### config.mk
export PLATFORM = sky130hd
export DESIGN_NAME = mem_scan_max
export DESIGN_NICKNAME = d
export VERILOG_FILES = /design/src/rtl/mem_scan_max.sv
export SDC_FILE = /design/constraint.sdc
export NUM_CORES = 1
export LEC_CHECK = 0
export CAP_MARGIN = 20
export CORE_ASPECT_RATIO = 1.5
export CORE_MARGIN = 2
export CORE_UTILIZATION = 58
export DETAILED_ROUTE_END_ITERATION = 8
export PLACE_DENSITY_LB_ADDON = 0.08
export SETUP_SLACK_MARGIN = 0.02
export SLEW_MARGIN = 15
export SYNTH_ARGS = -nofsm -noshare
export SYNTH_HDL_FRONTEND = slang
export SYNTH_SLANG_ARGS = --single-unit
### constraint.sdc
create_clock -name clk -period 6.35 [get_ports clk]
set_clock_uncertainty 0.2 [all_clocks]
set_input_delay 1.905 -clock clk [delete_from_list [all_inputs] [get_ports clk]]
set_output_delay 1.905 -clock clk [all_outputs]
set_load 0.005 [all_outputs]
### src/rtl/mem_scan_max.sv
// rtl/mem_scan_max.sv - sequential max/min scan over a combinational-read memory
module mem_scan_max #(
    parameter int DEPTH  = 16,
    parameter int WIDTH  = 4,
    parameter int ADDR_W = 4
) (
    input  logic              clk,
    input  logic              reset,
    input  logic              start,
    input  logic [WIDTH-1:0]  mem_data,
    output logic [ADDR_W-1:0] mem_adrs,
    output logic              mem_rw,
    output logic              busy,
    output logic              done,
    output logic [WIDTH-1:0]  max_val,
    output logic [ADDR_W-1:0] max_adrs,
    output logic [ADDR_W:0]   max_cnt,
    output logic [WIDTH-1:0]  min_val,
    output logic [ADDR_W-1:0] min_adrs
);

    localparam logic [1:0] IDLE   = 2'd0;
    localparam logic [1:0] SCAN   = 2'd1;
    localparam logic [1:0] DONE_S = 2'd2;

    localparam logic [ADDR_W-1:0] LAST_ADRS = ADDR_W'(DEPTH - 1);

    logic [1:0]        state;
    logic [ADDR_W-1:0] counter;

    logic [WIDTH-1:0]  run_max,      run_min;
    logic [ADDR_W-1:0] run_max_adrs, run_min_adrs;
    logic [ADDR_W:0]   run_cnt;

    logic [WIDTH-1:0]  nxt_max,      nxt_min;
    logic [ADDR_W-1:0] nxt_max_adrs, nxt_min_adrs;
    logic [ADDR_W:0]   nxt_cnt;

    // The first sample seeds the running registers, so no reset value is ever compared.
    always_comb begin
        nxt_max      = run_max;
        nxt_min      = run_min;
        nxt_max_adrs = run_max_adrs;
        nxt_min_adrs = run_min_adrs;
        nxt_cnt      = run_cnt;
        if (counter == '0) begin
            nxt_max      = mem_data;
            nxt_min      = mem_data;
            nxt_max_adrs = counter;
            nxt_min_adrs = counter;
            nxt_cnt      = (ADDR_W+1)'(1);
        end else begin
            if (mem_data > run_max) begin
                nxt_max      = mem_data;
                nxt_max_adrs = counter;
                nxt_cnt      = (ADDR_W+1)'(1);
            end else if (mem_data == run_max) begin
                nxt_max_adrs = counter;
                nxt_cnt      = run_cnt + (ADDR_W+1)'(1);
            end
            if (mem_data <= run_min) begin
                nxt_min      = mem_data;
                nxt_min_adrs = counter;
            end
        end
    end

    always_ff @(posedge clk) begin
        if (reset) begin
            state        <= IDLE;
            counter      <= '0;
            run_max      <= '0;
            run_min      <= '0;
            run_max_adrs <= '0;
            run_min_adrs <= '0;
            run_cnt      <= '0;
            done         <= 1'b0;
            max_val      <= '0;
            max_adrs     <= '0;
            max_cnt      <= '0;
            min_val      <= '0;
            min_adrs     <= '0;
        end else begin
            done <= 1'b0;
            case (state)
                IDLE: begin
                    if (start) begin
                        state   <= SCAN;
                        counter <= '0;
                    end
                end
                SCAN: begin
                    run_max      <= nxt_max;
                    run_min      <= nxt_min;
                    run_max_adrs <= nxt_max_adrs;
                    run_min_adrs <= nxt_min_adrs;
                    run_cnt      <= nxt_cnt;
                    counter      <= counter + 1'b1;
                    // Results are captured on the edge entering DONE so they are valid during DONE.
                    if (counter == LAST_ADRS) begin
                        state    <= DONE_S;
                        done     <= 1'b1;
                        max_val  <= nxt_max;
                        max_adrs <= nxt_max_adrs;
                        max_cnt  <= nxt_cnt;
                        min_val  <= nxt_min;
                        min_adrs <= nxt_min_adrs;
                    end
                end
                DONE_S: begin
                    state <= IDLE;
                end
                default: begin
                    state <= IDLE;
                end
            endcase
        end
    end

    assign mem_adrs = counter;
    assign mem_rw   = 1'b1;
    assign busy     = (state != IDLE);

endmodule

==> reports/results.tsv <==
metric	value	unit
status	completed	
MaxCap Viol Count	0	
port buffer count	33	
Int Power	432	uW
first-pass GRT wire length	8310	microns
Post-CTS Setup Bufs	0	
# rows	29	
final setup TNS	0	ns
Compound-Gate Fraction of Synth Area	16.9	%
crit path time final	4.06	ns
final wirelength	4960	microns
Simple-Gate Fraction of Synth Area	21.7	%
final count of negative-setup-slack endpoints	0	
Storage cell area	981	sq um
Max Clock Freq	246	MHz
Die W	57.2	microns
startpoint types	primary input	
Initial Utilization	59.1	%
mux contribution to synthesized area	8.93	%
post-synthesis sequential area ratio	39.8	%
#FFs+latches synth	49	
FF-to-FF End	min_adrs[0]	
final hold violations	0	
worst-path fanout max	11	
mapped cell area	0.00247	sq mm
sw frac	28.5	%
hold path startpoint	run_min_adrs[3]	
Nets	313	
pwr dens	209	mW/mm^2
most frequent cells in the layout	dfxtp_1, nor2_1, clkdlybuf4s50_1	
Post-DRT Antenna Nets	0	
Tightest Pin Transition	0.759	ns
vias in the first global route	1835	
hold depth	2	
FFs w/ async S/R, synth	0	%
YS warnings	0	
Root Driver	clkbuf_8	
Post-route DRC	0	
M1 GR Usage	27.1	%
clk sinks	49	
H-tree Lvls	2	
Hold Crit Class	reg -> reg	
adder-cell share of the synthesized area	5.58	%
Max IR drop VDD	184	uV
cts-stage hold buffer count	0	
Max Root-Sink Buffers	2	
Vias/cell	5.80	
Logic pwr share	14.9	%
Total GRT Usage	21.6	%
CP peak stage delay	0.51	ns
M3 GR Usage	3.72	%
area of the multi-input gates	0.00135	sq mm
Most Crowded Layer GR	met2	
initial antenna violation count	0	
combinational family with the most area after synthesis	simple AND/OR/NAND/NOR gates	
XOR/XNOR share of the synthesized area	1.42	%
Clock Power Share	31.9	%
die height	83.9	microns
mean post-synth cell area	9.17	sq um
drt wl/cell	14.5	microns
Worst Path Arrival	4.06	ns
latest clock arrival within the worst-skew pair	0.30	ns
Num CTS Buffers	5	
Hold EP	run_min_adrs[3]	
gr ovfl total	0	
Synth Flop Type	dfxtp_1	
Slew headroom	49.4	%
EDFF count, synth	0	
Final Max Slew Viols	0	
drt pass-1 iters	4	
number of diodes	0	
fill count	363	
IO Pins	35	
Setup WS pre-CTS	1.97	ns
layout cell share with drive strength beyond 1	8.45	%
post-route worst setup slack	2.29	ns
Flop pwr share	53.1	%
Post-Synthesis Cells	269	
grt met2 use	36.2	%
post-synth net total	287	
cells along the critical path	clkdlybuf4s50_1 -> ha_1 -> nor2b_1 -> o211ai_2 -> a31oi_4 -> nor3_1 -> a2111oi_2	
CP max-delay cell	clkdlybuf4s50_1	
core area	0.00417	sq mm
Layout area overhead	17.0	%
Worst EP required	6.36	ns
CTS tree	yes	
Setup CP Type	in -> reg	
Tot Pwr	603	uW
CP Capture Type	register	
final period utilization	63.9	%
CTS resizes	0	
die area	0.00480	sq mm
GPL Wtd Cong	0.833	
most common cell after layout, fill and taps aside	dfxtp_1	
FF-to-FF Start	mem_adrs[0]	
clk slew on worst S/H paths	0.09	ns
Psw	172	uW
largest net degree at the start of global routing	60	
routed vias	1984	
R2R cell count	7	
count of different cell masters after synthesis	50	
worst reg2reg setup slack	3.96	ns
final core utilization	69.1	%
Initial DRC Count	58	
DP Wirelength	3510	microns
RSZ-0062 raised after global routing	false	
Pleak	1.05	nW
## layout make-up
| cell class | count | share of cell area (%) |
|---|---|---|
| Clock buffer | 5 | 2.39 |
| Clock inverter | 3 | 0.867 |
| Inverter | 15 | 1.95 |
| Multi-Input combinational cell | 189 | 46.8 |
| Sequential cell | 49 | 34.0 |
| Tap cell | 46 | 1.99 |
| Timing Repair Buffer | 35 | 12.0 |
## worst max-delay path, delay by kind of cell
family	cells	cell delay (ns)
AO/OA/AOI/OAI	3	0.98
adder cells (fa/ha/maj)	1	0.35
AND/OR/NAND/NOR	2	0.31
buffers and inverters	1	0.51
## state kept, by name, summed over array words and instances (netlist names)
name	cells
done	1
max_adrs	4
max_cnt	5
max_val	4
mem_adrs	4
min_adrs	4
min_val	4
run_cnt	5
run_max	4
run_max_adrs	4
run_min	4
run_min_adrs	4
state	2
## synth_stat cells, types with 2 or more instances
master      n  area share, %
nand4_1     4            1.0
nand2_1     5           0.76
a311oi_1    2           0.71
nand3_1     3           0.61
or2_2       2           0.51
nor3_2      2           0.81
mux2i_1    22            8.9
nand3b_1    3           0.91
nor3_1     14            2.8
buf_4       2           0.61
xnor2_1     3            1.1
o211a_1     3            1.2
a211oi_1   11            3.3
o22ai_1     3           0.76
o21ai_1     2           0.41
a2111oi_2   2            1.2
inv_1      15            2.3
a22oi_1     4            1.2
o32ai_1     3            1.1
dfxtp_1    49             40
buf_1       3           0.46
buf_2       4           0.81
nor2_1     36            5.5
nor2b_1     3           0.76
o31ai_1     2           0.61
ha_1       11            5.6
o21ai_0     2           0.41
clkbuf_1    6           0.91
a21oi_1     7            1.4
nand2b_1   21            5.3
## stage by stage
step                      hold WS, ns  instance area, sq um  cells
after floorplan                 0.249                  2470    269
after global placement          0.259                  2790    334
after detailed placement        0.275                  2790    334
after CTS                       0.290                  2890    342
after global routing            0.312                  2890    342
final                           0.288                  2890    342
## worst max path at each step
stage	start	slack, ns	to	depth (start not counted)
2_1_floorplan	mem_data[1]	2.81	max_val[3]	7
3_3_place_gp	mem_data[3]	2.00	max_val[1]	7
3_5_place_dp	mem_data[1]	1.97	max_val[1]	7
4_1_cts	mem_data[1]	2.29	max_val[2]	7
5_1_grt	mem_data[1]	2.11	max_val[2]	7
6_report	mem_data[1]	2.29	max_val[2]	7
## power groups by stage
stage	clock network, mW	registers [mW]	logic (mW)
after global routing	0.208	0.322	0.0994
after global placement	0	0.328	0.0892
after detailed placement	0	0.328	0.0902
final	0.192	0.321	0.0902
after CTS	0.195	0.321	0.0907
after floorplan	0	0.326	0.0701
## metal layers
| layer | part of all wire [%] | vias up |
|---|---|---|
| met1 | 46 | 931 |
| met4 | 2.2 | 0 |
| met2 | 49 | 39 |
| met3 | 3.2 | 11 |
| met5 | 0 | - |
| li1 | - | 1003 |
## cell families after synthesis
| kind of cell | Yosys count |
|---|---|
| adders and majority gates | 11 |
| other | 1 |
| buffers and inverters | 31 |
| AOI/OAI and AO/OA | 50 |
| xor gates and xnor gates | 4 |
| DFF | 49 |
| and+or+nand+nor | 101 |
| muxes | 22 |
Power figures use the tool's default switching activity.
